==> config.mk <==
export PLATFORM = sky130hd
export DESIGN_NAME = mxn_rr_flat
export DESIGN_NICKNAME = d
export VERILOG_FILES = /design/src/rtl/mxn_rr_pkg.sv /design/src/rtl/mxn_rr_if.sv /design/src/rtl/mxn_rr_pick.sv /design/src/rtl/mxn_rr.sv /design/src/flat_wrapper.sv
export SDC_FILE = /design/constraint.sdc
export NUM_CORES = 1
export LEC_CHECK = 0
export CAP_MARGIN = 5
export CORE_ASPECT_RATIO = 0.7
export CORE_MARGIN = 5
export CORE_UTILIZATION = 42
export CTS_CLUSTER_SIZE = 25
export DETAILED_ROUTE_END_ITERATION = 6
export PLACE_DENSITY = 0.88
export SLEW_MARGIN = 10
export SYNTH_ARGS = -nofsm -noshare
export SYNTH_HDL_FRONTEND = slang
export SYNTH_HIERARCHICAL = 1
export SYNTH_SLANG_ARGS = --single-unit
==> constraint.sdc <==
create_clock -name clk -period 8.3 [get_ports clk]
set_clock_uncertainty 0.05 [all_clocks]
set_input_delay 1.66 -clock clk [delete_from_list [all_inputs] [get_ports clk]]
set_output_delay 1.66 -clock clk [all_outputs]
set_load 0.1 [all_outputs]
==> src/rtl/mxn_rr_pkg.sv <==
// mx_pkg: shared definitions for the mxn_rr channel selector.
//   - MX_MODE_SEL / MX_MODE_RR : encodings of the 1-bit mode input
//   - MX_W_DEF / MX_N_DEF / MX_SW_DEF : default data width, channel count,
//     select width
//   - mx_wrap_inc : index + 1 modulo channel count
package mx_pkg;

    localparam int MX_W_DEF  = 8;
    localparam int MX_N_DEF  = 8;
    localparam int MX_SW_DEF = 3;

    typedef enum logic {
        MX_MODE_SEL = 1'b0,
        MX_MODE_RR  = 1'b1
    } mx_mode_e;

    function automatic int mx_wrap_inc(input int idx, input int n);
        return (idx + 1 >= n) ? 0 : idx + 1;
    endfunction

endpackage

==> src/rtl/mxn_rr_if.sv <==
// mxn_rr_if: streaming bus of the mxn_rr channel selector.
//   in_data   N*W  channel i word at [i*W +: W]
//   in_valid  N    channel i has a word
//   in_ready  N    channel i word accepted this cycle
//   mode      1    0 = direct select, 1 = round-robin
//   sel       SW   channel index used in direct-select mode
//   out_data  W    registered selected word
//   out_valid 1    out_data holds a word
//   out_ready 1    consumer accepts out_data
//   out_ch    SW   source channel of out_data (only with MXN_RR_CHAN_EN)
// Modports: slave = the selector, master = producers/consumer side.
interface mxn_rr_if #(
    parameter int W  = mx_pkg::MX_W_DEF,
    parameter int N  = mx_pkg::MX_N_DEF,
    parameter int SW = mx_pkg::MX_SW_DEF
);
    logic [N*W-1:0] in_data;
    logic [N-1:0]   in_valid;
    logic [N-1:0]   in_ready;
    logic           mode;
    logic [SW-1:0]  sel;
    logic [W-1:0]   out_data;
    logic           out_valid;
    logic           out_ready;
`ifdef MXN_RR_CHAN_EN
    logic [SW-1:0]  out_ch;

    modport slave (
        input  in_data, in_valid, mode, sel, out_ready,
        output in_ready, out_data, out_valid, out_ch
    );
    modport master (
        output in_data, in_valid, mode, sel, out_ready,
        input  in_ready, out_data, out_valid, out_ch
    );
`else
    modport slave (
        input  in_data, in_valid, mode, sel, out_ready,
        output in_ready, out_data, out_valid
    );
    modport master (
        output in_data, in_valid, mode, sel, out_ready,
        input  in_ready, out_data, out_valid
    );
`endif
endinterface

==> src/rtl/mxn_rr_pick.sv <==
// rr_pick: combinational rotating priority encoder.
//   req   N   request vector
//   ptr   SW  highest-priority index (must be < N)
//   grant N   one-hot grant, zero when no request
//   idx   SW  index of the granted request
//   found 1   at least one request present
module rr_pick #(
    parameter int N  = 8,
    parameter int SW = 3
) (
    input  logic [N-1:0]  req,
    input  logic [SW-1:0] ptr,
    output logic [N-1:0]  grant,
    output logic [SW-1:0] idx,
    output logic          found
);

    // Scan ptr..N-1 first, then wrap to 0..ptr-1. The second pass can look
    // at every index because anything >= ptr already failed the first pass.
    always_comb begin
        grant = '0;
        idx   = '0;
        found = 1'b0;
        for (int i = 0; i < N; i++) begin
            if (!found && req[i] && (i >= int'(ptr))) begin
                grant[i] = 1'b1;
                idx      = SW'(i);
                found    = 1'b1;
            end
        end
        for (int i = 0; i < N; i++) begin
            if (!found && req[i]) begin
                grant[i] = 1'b1;
                idx      = SW'(i);
                found    = 1'b1;
            end
        end
    end

endmodule

==> src/rtl/mxn_rr.sv <==
// mxn_rr: N-input, W-bit arbitrated multiplexer with a one-entry output
// register. Each cycle one channel is picked, either by sel (mode 0) or
// round-robin (mode 1), and its word is captured when the output register
// is empty or draining.
//   clk    rising-edge clock
//   reset  asynchronous, active-high reset
//   bus    mxn_rr_if.slave (in_data/in_valid/in_ready, mode, sel,
//          out_data/out_valid/out_ready, out_ch when enabled)
// Optional feature: define MXN_RR_CHAN_EN to add out_ch, the registered
// index of the channel that produced out_data.
module mxn_rr
    import mx_pkg::*;
#(
    parameter int W  = MX_W_DEF,
    parameter int N  = MX_N_DEF,
    parameter int SW = MX_SW_DEF
) (
    input  logic    clk,
    input  logic    reset,
    mxn_rr_if.slave bus
);

    logic [N-1:0]  req;
    logic [N-1:0]  grant;
    logic [SW-1:0] grant_idx;
    logic          found;
    logic          load;
    logic [W-1:0]  sel_word;

    logic          out_valid_q, out_valid_d;
    logic [W-1:0]  out_data_q, out_data_d;
    logic [SW-1:0] ptr_q, ptr_d;

    // In direct mode only the selected channel may request; an out-of-range
    // sel matches no channel and so grants nothing.
    always_comb begin
        req = '0;
        if (mx_mode_e'(bus.mode) == MX_MODE_RR) begin
            req = bus.in_valid;
        end else begin
            for (int i = 0; i < N; i++) begin
                if (bus.sel == SW'(i)) begin
                    req[i] = bus.in_valid[i];
                end
            end
        end
    end

    rr_pick #(.N(N), .SW(SW)) u_pick (
        .req   (req),
        .ptr   (ptr_q),
        .grant (grant),
        .idx   (grant_idx),
        .found (found)
    );

    assign load = ~out_valid_q | bus.out_ready;

    // reset gates in_ready directly so nothing is accepted while it is high.
    assign bus.in_ready = grant & {N{load & ~reset}};

    always_comb begin
        sel_word = '0;
        for (int i = 0; i < N; i++) begin
            if (grant[i]) begin
                sel_word = bus.in_data[i*W +: W];
            end
        end
    end

    always_comb begin
        out_valid_d = out_valid_q;
        out_data_d  = out_data_q;
        ptr_d       = ptr_q;
        if (load) begin
            if (found) begin
                out_valid_d = 1'b1;
                out_data_d  = sel_word;
                ptr_d       = SW'(mx_wrap_inc(int'(grant_idx), N));
            end else begin
                out_valid_d = 1'b0;
            end
        end
    end

    always_ff @(posedge clk or posedge reset) begin
        if (reset) begin
            out_valid_q <= 1'b0;
            out_data_q  <= '0;
            ptr_q       <= '0;
        end else begin
            out_valid_q <= out_valid_d;
            out_data_q  <= out_data_d;
            ptr_q       <= ptr_d;
        end
    end

    assign bus.out_valid = out_valid_q;
    assign bus.out_data  = out_data_q;

`ifdef MXN_RR_CHAN_EN
    logic [SW-1:0] out_ch_q, out_ch_d;

    always_comb begin
        out_ch_d = out_ch_q;
        if (load && found) begin
            out_ch_d = grant_idx;
        end
    end

    always_ff @(posedge clk or posedge reset) begin
        if (reset) begin
            out_ch_q <= '0;
        end else begin
            out_ch_q <= out_ch_d;
        end
    end

    assign bus.out_ch = out_ch_q;
`endif

endmodule

==> src/flat_wrapper.sv <==
// flat-port wrapper written by rule: the top's interface ports become plain ports
module mxn_rr_flat import mx_pkg::*;
#(
    parameter int W  = MX_W_DEF,
    parameter int N  = MX_N_DEF,
    parameter int SW = MX_SW_DEF
)
  (clk, reset, bus_in_data, bus_in_valid, bus_mode, bus_sel, bus_out_ready, bus_in_ready, bus_out_data, bus_out_valid);
  mxn_rr_if #(.W(W), .N(N), .SW(SW)) bus_i ();
  input  logic clk;
  input  logic reset;
  input wire logic [$bits(bus_i.in_data)-1:0] bus_in_data;
  input wire logic [$bits(bus_i.in_valid)-1:0] bus_in_valid;
  input wire logic [$bits(bus_i.mode)-1:0] bus_mode;
  input wire logic [$bits(bus_i.sel)-1:0] bus_sel;
  input wire logic [$bits(bus_i.out_ready)-1:0] bus_out_ready;
  output wire logic [$bits(bus_i.in_ready)-1:0] bus_in_ready;
  output wire logic [$bits(bus_i.out_data)-1:0] bus_out_data;
  output wire logic [$bits(bus_i.out_valid)-1:0] bus_out_valid;
  assign bus_i.in_data = bus_in_data;
  assign bus_i.in_valid = bus_in_valid;
  assign bus_i.mode = bus_mode;
  assign bus_i.sel = bus_sel;
  assign bus_i.out_ready = bus_out_ready;
  assign bus_in_ready = bus_i.in_ready;
  assign bus_out_data = bus_i.out_data;
  assign bus_out_valid = bus_i.out_valid;
  mxn_rr #(.W(W), .N(N), .SW(SW)) u_core (.clk(clk), .reset(reset), .bus(bus_i));
endmodule
======== After elaboration in Yosys (flattened, before gate mapping) ========
Cells that the tools add are included.
operators by class
  add/sub/neg operators ................... 1
  multipliers ............................. 0
  divide/modulo/power cells ............... 0
  order comparisons ....................... 8
  eq/ne operators ......................... 7
  shifts and indexed selects .............. 0
  multiplexer cells ....................... 65
  bitwise operators ....................... 5
  reduce and logical (&&, ||, !) cells .... 39
operators with widths
  kind                   number
  $mux W8                9
  $mux W3                15
  $mux W1                41
  $logic_and A1 B1 Y1    22
  $logic_not A1 Y1       15
  $eq A3 B3 Y1 const B   4
  $ge A3 B3 Y1 const A   3
  $and A8 B8 Y8          1
  $eq A3 B2 Y1 const B   2
  $ge A1 B3 Y1 const A   2
  $ge A2 B3 Y1 const A   2
  $add A3 B1 Y4 const B  1
  $ge A4 B4 Y1 const B   1
  $eq A3 B1 Y1 const B   1
  $logic_not A3 Y1       1
  $not A1 Y1             2
  $reduce_and A2 Y1      1
  $and A1 B1 Y1          1
  $or A1 B1 Y1           1
storage, ports and cells
  register bits after elaboration ......... 12
  latch bits .............................. 0
  RAM bits ................................ 0
  bits in read-only memories .............. 0
  input bits .............................. 79
  output and inout port bits .............. 17
  word-level logic and storage cells ...... 128
  memories ................................ 0

======== Longest topological paths before layout ========
Gate-level depths: netlist of run 1.
  word-level depth ........................ 59
  gate-level depth with buffers ........... 14

======== By module ========
Netlist of run 1, hierarchy kept.
by module, submodules not included
  module   times used  cells each  area an instance (µm²)  sequential area each (µm²)
  mxn_rr   1           144         1,308.8                 300.3
  rr_pick  1           67          400.4                   0.0

======== Least setup slack after synthesis of run 1 ========
Ideal clock, no wire load.
  path type ............................... input to output
  start point ............................. in bus_sel[0]
  end point ............................... out bus_in_ready[5]
  data arrival time ....................... 4,248 ps
  path slack .............................. 2,342 ps
  cell stages on the path ................. 10
  buffers on the path ..................... 2
  cell sequence ........................... clkbuf_1 and3b_1 o21a_1 or3_1 or4_4 o21ai_0 nand2_1 nor2_1 buf_6 and3_1
between the ends
  elaborated cells on any way between the ends .. 66
  classes of those cells .................. 7 x eq/ne; 24 x mux; 1 x bitwise; 34 x reduce/logical
RTL lines
  element                           line                RTL
  from (decl)                       flat_wrapper.sv:15  input wire logic [$bits(bus_i.sel)-1:0] bus_sel;
  $eq A3 B2 Y1 (*)                  mxn_rr.sv:42        if (bus.sel == SW'(i)) begin
  $mux W1 (*)                       mxn_rr.sv:42
  $mux W8 (*)                       mxn_rr.sv:38        if (mx_mode_e'(bus.mode) == MX_MODE_RR) begin
  named net u_core.req[3]           mxn_rr.sv:23        logic [N-1:0] req;
  $logic_and A1 B1 Y1 (2 in a row)  mxn_rr_pick.sv:25   if (!found && req[i] && (i >= int'(ptr))) begin
  $mux W1                           mxn_rr_pick.sv:25
  $logic_not A1 Y1                  mxn_rr_pick.sv:25
  $logic_and A1 B1 Y1 (2 in a row)  mxn_rr_pick.sv:25
  [... 24 more ...]                 --
  $logic_not A1 Y1                  mxn_rr_pick.sv:32   if (!found && req[i]) begin
  $logic_and A1 B1 Y1               mxn_rr_pick.sv:32
  $mux W1                           mxn_rr_pick.sv:32
  $logic_not A1 Y1                  mxn_rr_pick.sv:32
  $logic_and A1 B1 Y1               mxn_rr_pick.sv:32
  $mux W1 (*)                       mxn_rr_pick.sv:32
  named net u_core.grant[5]         mxn_rr.sv:24        logic [N-1:0] grant;
  $and A8 B8 Y8 (*)                 mxn_rr.sv:60        assign bus.in_ready = grant & {N{load & ~reset}};
  to (decl)                         flat_wrapper.sv:17  output wire logic [$bits(bus_i.in_ready)-1:0] bus_in_ready;
The timed path passes the listed nets; every way through them passes the cells marked *.

======== Final worst setup path of run 1 ========
  start point ............................. in bus_sel[0]
  end point ............................... out bus_in_ready[1]
between the ends
  word-level cells in the longest chain between the ends .. 39
  elaborated cells on any way between the ends .. 54
  classes of those cells .................. 7 x eq/ne; 20 x mux; 1 x bitwise; 26 x reduce/logical
ends and longest elaborated chain
  element                           line
  $logic_not A3 Y1 (*)              mxn_rr.sv:42
  $mux W1 (*)                       mxn_rr.sv:42
  $mux W8 (*)                       mxn_rr.sv:38
  named net u_core.req[0]           mxn_rr.sv:23
  $logic_and A1 B1 Y1               mxn_rr_pick.sv:25
  $mux W1                           mxn_rr_pick.sv:25
  $logic_not A1 Y1                  mxn_rr_pick.sv:25
  $logic_and A1 B1 Y1 (2 in a row)  mxn_rr_pick.sv:25
  [... 24 more ...]                 --
  $logic_not A1 Y1                  mxn_rr_pick.sv:32
  $logic_and A1 B1 Y1               mxn_rr_pick.sv:32
  $mux W1                           mxn_rr_pick.sv:32
  $logic_not A1 Y1                  mxn_rr_pick.sv:32
  $logic_and A1 B1 Y1               mxn_rr_pick.sv:32
  $mux W1 (*)                       mxn_rr_pick.sv:32
  named net u_core.grant[1]         mxn_rr.sv:24
  $and A8 B8 Y8 (*)                 mxn_rr.sv:60
Marked as above.

==> run summary, run 1 <==
Accumulated negative setup slack: 0 ns. The number of nets in the finished design came out at 376. The multi-input combinational cells in the finished layout cover a total of 1260 µm².

The measured slew at the worst slew-check pin came out at 1.00 ns. The logs give 1 for the level count of the clock H-tree and 96 for the number of top-level pins. Final max-slew violation count: 0.

The maximum fanout along the worst path was 10. For the post-route total power, the log shows 0.621 mW. The tools report the first-pass GRT wire length as 9.59 mm. The worst setup path is of the input port to output port kind. Final hold analysis gives a worst-case slack of 0.487 ns. TritonCTS created 3 clock buffers. A synthesized cell averages 8.10 µm². Global routing used 33.2% of the available met2 tracks.

The synthesized design contains 12 register bits. The worst setup path is launched from an input port. After detailed routing, the average wire length per cell comes to 17.9 µm. The tool flagged a number of max-cap violations equal to 0. Once detail routing completed, the nets flagged for antenna violations numbered 0.

Measured on the finished design, the core utilization comes to 67.8%. The mapped netlist covers 1710 µm². Based on the critical path, the design can be clocked at up to 0.140 GHz. The final count of hold timing violations is 0, and the maximum VDD drop is 175 µV. The die covers 5470 µm². The global routing stage identified its most utilized layer as met2. Proportion of layout cells with a drive suffix above 1: 11.9%. The height of the die is 63.4 µm, and the clock-pin slew on the worst setup and hold paths is 0.05 ns.

The post-synthesis sequential area ratio came out at 17.6%. Using the TritonRoute via totals, the vias-per-cell ratio works out to 6.23. Summed over all cells, the static leakage comes to 0.983 nW. In this run the horizontal extent of the chip is 86.2 µm. Final-layout fill cell count: 343.

The clock tree buffer depth is 2. The number of global-route vias before repair is 1973, and the worst slew margin relative to its limit is 33.0%. The logs give 5.42 ns for the data arrival at the endpoint of the critical path and 5 for the detailed-routing iteration count for the pre-antenna-repair pass. The cell area after placement was 2600 µm²; the effective utilization at floorplan was 43.6%. The run finished with clean final reports.

The core footprint is 3920 µm². The number of warnings printed during yosys synthesis was 6. The placed wire-length estimate was 4.90 mm; the count of inserted antenna diode cells was 0.

Counting both buffers and inverters, the worst setup path holds a total of 2. The signal on the critical path passes through clkdlybuf4s50_1 > nor3_1 > o21a_1 > nor2b_1 > nor2_1 > o221ai_1 > nor4_1 > o21a_1 > and3_2 > clkdlybuf4s50_1. The logs give 4.95% for the global-route track usage on met3 and 0 for the number of remaining DRC errors. Post-CTS timing repair inserted 0 buffers for setup. The logs give 21.6% for the total routing usage reported by global routing and 2161 for the via count. Synthesis produced a netlist with a net count of 291. In this run the tool buffered the top-level ports with 95 buffer cells. The largest single stage delay on the critical path is 1.12 ns.

Library cell contributing the largest single delay on the critical path: sky130_fd_sc_hd__clkdlybuf4s50_1. The count of final setup violators is 0. In this run the core area contains 19 standard-cell rows. The total overflow left after global routing is 0. Relative to the synthesized area, the layout overhead comes to 55.5%. The netlist uses 48 different library cells. The congestion estimate from routability-driven global placement came to 0.908. Setup repair after global routing left no endpoint under its margin. CTS saw 12 sinks. The initial antenna violation count is 0. For met1 alone, demand over resource in global routing was 30.2%.

The run gives 2660 µm² as the cell area after layout. In this run the worst hold path is classified as flip-flop to flip-flop. In the finished design, the share of the clock period the worst path needs comes to 85.9%.

The run gives 0.24 ns as the clock latency on the worst-skew pair. TritonCTS built the clock tree. Cell family with the largest share of critical-path delay: buffers and inverters.

After detailed routing, the total wire length is 6.22 mm. The tools report the buffer cell driving the clock tree root as sky130_fd_sc_hd__clkbuf_8. Entering global routing, the biggest net connects 21 pins. The total of hold buffers inserted after clock tree synthesis was 0. The logs give 6.59 ns for the data required time of the worst path and 300 µm² for the area used by sequential logic in the layout.

The tools report the sort of element at the end of the critical path as an output port. The number of gates resized after CTS was 0. For this block, the initial DRC count from the detailed router was 249.

The synthesized netlist cell count was 211. The total power divided by cell area was 234 nW/µm²; the final period demand of the worst path was 7.13 ns.
-- synthesized netlist by cell type, drive strengths merged --
cell    count  area share (%)
and4b       1            0.81
inv         3            0.66
o21ai       5             1.5
a21oi       6             1.8
nor2       21             4.6
or3         1            0.37
o22ai      17             6.2
o32ai       8             7.6
or2         1            0.37
a21o        1            0.44
nand3       2            0.59
or4         2             1.3
nand2      21             4.8
nand2b      5             1.8
nor2b       6             2.6
o31a        9             4.6
nor4        2            0.73
a31oi       3             1.1
o21a        7             3.1
clkinv      3            0.66
nand3b      1            0.44
o32a        1            0.59
nor3        5             1.5
buf        15             6.9
dfrtp      12              18
a311oi      1            0.51
o221ai      3             1.9
and2b       1            0.51
ha          1            0.73
and3        8             3.0
mux2        1            0.66
a311o       1            0.59
a21boi      1            0.44
clkbuf      2            0.44
o22a        1            0.51
and2        4             1.5
a221oi     23              14
and3b       1            0.51
nor3b       3             1.3
o21bai      2            0.88
-- metal layers --
| layer | share of wire [%] | wire [µm] |
|---|---|---|
| met1 | 42 | 2630 |
| met5 | 0 | 0 |
| met3 | 12 | 757 |
| met4 | 1.7 | 104 |
| met2 | 44 | 2730 |
-- worst reg2reg max path, cell delays in order, from the launching register on --
cell                       delay (ns)
sky130_fd_sc_hd__dfrtp_1         0.53
sky130_fd_sc_hd__nand2_1         0.16
sky130_fd_sc_hd__a21oi_1         0.28
sky130_fd_sc_hd__o221ai_1        0.35
sky130_fd_sc_hd__nand2b_1        0.32
sky130_fd_sc_hd__a21oi_1         0.76
sky130_fd_sc_hd__nor2b_1         0.53
sky130_fd_sc_hd__a221oi_1        0.16
sky130_fd_sc_hd__o31a_1          0.20
sky130_fd_sc_hd__o32ai_2         0.25
-- stage by stage --
stage | instances | setup slack [ns]
finish | 347 | 1.17
global route | 347 | 0.896
CTS | 347 | 1.21
detailed placement | 343 | 1.23
global placement | 343 | 1.28
floorplan | 211 | 2.34
-- registers in the layout (all words and copies together) (netlist names) --
name,flops
u_core/ptr_q,3
u_core/bus.out_valid,1
u_core/bus.out_data,8
-- final cells by class --
cell class                 count  share of cell area [%]
clock buffer                   4                    2.07
inverter                       6                   0.847
multi-input combinational    176                    47.5
sequential                    12                    11.3
tap                           52                    2.45
timing repair buffer          97                    35.9
-- layout by cell type (no fill, tap or decap), types with 5 or more instances in the layout --
| cell type | Yosys | routed |
|---|---|---|
| sky130_fd_sc_hd__nor2_1 | 21 | 21 |
| sky130_fd_sc_hd__o31a_1 | 9 | 9 |
| sky130_fd_sc_hd__nor3_1 | 5 | 5 |
| sky130_fd_sc_hd__and3_1 | 7 | 7 |
| sky130_fd_sc_hd__nand2_1 | 20 | 20 |
| sky130_fd_sc_hd__o32ai_2 | 8 | 8 |
| sky130_fd_sc_hd__o22ai_1 | 17 | 17 |
| sky130_fd_sc_hd__nor2b_1 | 5 | 5 |
| sky130_fd_sc_hd__clkdlybuf4s50_1 | 0 | 90 |
| sky130_fd_sc_hd__nand2b_1 | 5 | 5 |
| sky130_fd_sc_hd__dfrtp_1 | 12 | 12 |
| sky130_fd_sc_hd__a221oi_2 | 6 | 6 |
| sky130_fd_sc_hd__a221oi_1 | 17 | 17 |
| sky130_fd_sc_hd__o21a_1 | 7 | 7 |
| sky130_fd_sc_hd__a21oi_1 | 6 | 6 |
| sky130_fd_sc_hd__buf_4 | 5 | 7 |
| sky130_fd_sc_hd__o21ai_0 | 5 | 5 |
-- cell families (layout without fill, tap and decap cells) --
logic type	Yosys count	in the layout	synth area share (%)
fa+ha+maj	1	1	0.732
mux	1	1	0.659
flops	12	12	17.6
buf+inv	23	107	8.64
compound gates	89	89	45.7
simple gates	85	85	26.7
-- worst paths after layout --
kind / from / end / slack, ns / depth (start not counted)
setup reg to reg: u_core/ptr_q[0] / u_core/bus.out_data[3] / 4.61 / 9
setup / recovery: bus_sel[0] / bus_in_ready[1] / 1.17 / 10
hold / removal: u_core/bus.out_data[4] / u_core/bus.out_data[4] / 0.49 / 2
max in group asynchronous: reset / u_core/ptr_q[0] / 6.02 / 2
hold reg to reg: u_core/bus.out_data[4] / u_core/bus.out_data[4] / 0.49 / 2
min in group asynchronous: reset / u_core/bus.out_data[3] / 1.76 / 2
-- where the power goes --
part           internal [mW]  total, mW  switching (mW)
Clock                 0.0419     0.0633          0.0214
Sequential            0.0796      0.104          0.0246
Combinational          0.165      0.453           0.288
Total                  0.287      0.621           0.334
No activity file was read; power rests on OpenSTA's default activity.
==> run 2, diff against run 1 <==
--- a/config.mk
+++ b/config.mk
@@ -12,7 +12,7 @@
 export CTS_CLUSTER_SIZE = 25
 export DETAILED_ROUTE_END_ITERATION = 6
 export PLACE_DENSITY = 0.88
-export SLEW_MARGIN = 10
+export SLEW_MARGIN = 25
 export SYNTH_ARGS = -nofsm -noshare
 export SYNTH_HDL_FRONTEND = slang
 export SYNTH_HIERARCHICAL = 1
==> results of run 2 <==
No change in the layout: final DEF, timing and power equal those of run 1.
==> run 3, diff against run 2 <==
--- a/config.mk
+++ b/config.mk
@@ -11,7 +11,7 @@
 export CORE_UTILIZATION = 42
 export CTS_CLUSTER_SIZE = 25
 export DETAILED_ROUTE_END_ITERATION = 6
-export PLACE_DENSITY = 0.88
+export PLACE_DENSITY = 0.95
 export SLEW_MARGIN = 25
 export SYNTH_ARGS = -nofsm -noshare
 export SYNTH_HDL_FRONTEND = slang
==> run summary, run 3 (synthesis results as in run 1) <==
Measured against its own limit, the worst slew margin works out to 33.9%. The proportion of layout cells with a drive suffix above 1 is 12.2%. After global routing the overflow that remains totals 0. The run finished with clean final reports. The register-to-register path setup slack was 4.66 ns; the cell depth of the worst hold path was 2. The share of total power dissipated in the clock network is 10.6%. Setup violations remaining at the end of the flow were counted as 0. Routability-driven placement finished with a final weighted congestion of 0.920. The initial antenna violation count is 0. The worst register-to-register path ends at u_core/bus.out_data[1]. The routed design could run at a clock period as short as 6.96 ns. On the worst path, the slowest cell contributes a delay of 1.13 ns. In this run the post-CTS setup repair buffer count came out at 0. Entering global routing, the biggest net connects 21 pins. Sort of element at the end of the critical path: an output port. The total area inside the core boundary comes to 3920 µm².

Relative to the synthesized area, the layout overhead comes to 55.3%. The level count of the clock H-tree was 1. By instance count, the cell type seen most on the critical path is sky130_fd_sc_hd__clkdlybuf4s50_1. The effective utilization at floorplan was 43.6%. In this run the clock root is driven by a sky130_fd_sc_hd__clkbuf_8. Summed over all nets, the switching power comes to 0.336 mW. Measured along the x axis, the die boundary spans 86.2 µm. The tool flagged a number of max-cap violations equal to 0. In the final timing run, aggregate negative setup slack is 0 ns. TritonCTS built the clock tree.

For this run, the detailed router's first-pass iteration total came to 4. The first routing iteration left 174 violations. The critical path is of the input port to output port type. The relative contribution of sequential cells to total power was 16.8%; the number of vias per cell was 6.08. The layout has 339 filler cells. In this run the worst path has a maximum fanout of 8.

In this run, post-CTS repair resized a total of 0 instances. The tools report the clock latency on the worst-skew pair as 0.25 ns. The first global-routing pass estimated 9.99 mm of wire.

Based on the critical path, the design can be clocked at up to 0.144 GHz. The height of the die came out at 63.4 µm. The number of clock sinks was 12.

The total power divided by cell area is 235 nW/µm², and the area enclosed by the die boundary is 5470 µm². The run gives 3 as the number of clock buffers inserted by TritonCTS. Across all hold checks on the routed design, the worst slack comes to 0.482 ns.

The final max-slew violation count was 0. Leaving out fill and tap cells, the most frequent cells in the layout are sky130_fd_sc_hd__clkdlybuf4s50_1 (89), sky130_fd_sc_hd__nor2_1 (21), sky130_fd_sc_hd__nand2_1 (20). The tools report the startpoint type of the worst setup path as an input port. The final layout contains routed wiring with a total length of 6.38 mm. Dividing the final minimum period by the clock period gives 83.8%. The tools report the number of nets with antenna violations after routing as 0. The total routing usage reported by global routing was 22.8%.

For the number of global-route vias before repair, the log shows 2050. For hold timing, the worst endpoint is u_core/bus.out_data[4]. The routed length per placed instance is 18.4 µm, and the number of remaining DRC errors is 0.

Combinational cells account for 72.6% of the total power. The final layout contains 376 nets. Net switching is 54.0% of the power.

The static leakage came out at 0.985 nW. Library cell contributing the largest single delay on the critical path: sky130_fd_sc_hd__clkdlybuf4s50_1. The number of flip-flops under the largest register name is 8, and the clock tree buffer depth is 2. Clock-pin slew was measured on the worst setup and hold paths at 0.06 ns. Hold path startpoint: u_core/bus.out_data[4]. The tools report the placed wire-length estimate as 5.11 mm. The number of cells on the worst reg-to-reg path is 9, and the maximum VDD drop is 253 µV. The critical path goes through clkdlybuf4s50_1 > and3b_1 > o21a_1 > a21oi_1 > o221ai_1 > o32a_1 > nor2_1 > and3_1 > clkdlybuf4s50_1. The via count was 2109; the measured slew at the worst slew-check pin was 0.988 ns. The path category of the worst min-delay check is flip-flop to flip-flop. The logs give 0 for the count of inserted antenna diode cells and 0 for the final count of hold timing violations. 96 I/O pins were placed.

The commonest non-fill, non-tap cell in the layout is sky130_fd_sc_hd__clkdlybuf4s50_1. Cell internal power was estimated by the tool at 0.287 mW. The floorplan has 19 rows.

In this run the critical register-to-register path is launched from u_core/ptr_q[0]. Setup repair after global routing left no endpoint under its margin. The share of the core filled with cells was 67.7%; the data required time of the worst path was 6.59 ns. For the data arrival at the endpoint of the critical path, the log shows 5.25 ns. The count of input and output buffers is 95, and the total of hold buffers inserted after clock tree synthesis is 0.

After layout, the design draws a total of 0.623 mW.
[run 3: cell types whose count changed in the layout (fill, tap and decap cells not counted), sizes merged]
cell | previous run | this run
buf | 7 | 8
clkdlybuf4s50 | 90 | 89
[run 3: per-stage QoR]
step | instances | setup WS (ns) | cell area [µm²]
after CTS | 347 | 1.41 | 2660
after global routing | 347 | 1.11 | 2660
after detailed placement | 343 | 1.41 | 2600
after global placement | 343 | 1.48 | 2600
final | 347 | 1.34 | 2660
after floorplan | 211 | 2.34 | 1710
[run 3: routing by layer]
metal | share of wire (%) | vias up | wire length [µm] | GRT usage (%)
li1 | - | 1018 | - | -
met1 | 43 | 986 | 2730 | 31.0
met2 | 47 | 100 | 2980 | 37.9
met3 | 9.9 | 5 | 631 | 4.04
met4 | 0.75 | 0 | 48 | 4.28
met5 | 0 | - | 0 | 0
[run 3: layout make-up]
| type | count | area (µm²) | share of cell area [%] |
|---|---|---|---|
| flip-flops and latches | 12 | 300 | 11.3 |
| inverters | 6 | 22.5 | 0.848 |
| multi-input cells | 176 | 1260 | 47.5 |
| well taps | 52 | 65.1 | 2.45 |
| clock buffers | 4 | 55.1 | 2.07 |
| repair buffers | 97 | 951 | 35.8 |
[run 3: critical path: cells and delay by family]
family	cells	cell delay, ns
buf+inv	2	1.72
compound gates	4	1.35
simple gates	3	0.50
[run 3: worst max path at each step]
stage / startpoint / endpoint / cells past startpoint
6_report: bus_sel[2] / bus_in_ready[0] / 9
5_1_grt: bus_sel[2] / bus_in_ready[0] / 9
4_1_cts: bus_sel[2] / bus_in_ready[6] / 9
3_5_place_dp: bus_sel[2] / bus_in_ready[6] / 9
3_3_place_gp: bus_sel[2] / bus_in_ready[6] / 9
2_1_floorplan: bus_sel[0] / bus_in_ready[5] / 10
[run 3: power groups by stage]
stage | combinational, mW | sequential (mW) | clock, mW
final | 0.453 | 0.105 | 0.0659
after global placement | 0.438 | 0.104 | 0
after CTS | 0.449 | 0.104 | 0.0672
after floorplan | 0.232 | 0.202 | 0
after detailed placement | 0.447 | 0.104 | 0
after global routing | 0.477 | 0.109 | 0.0683
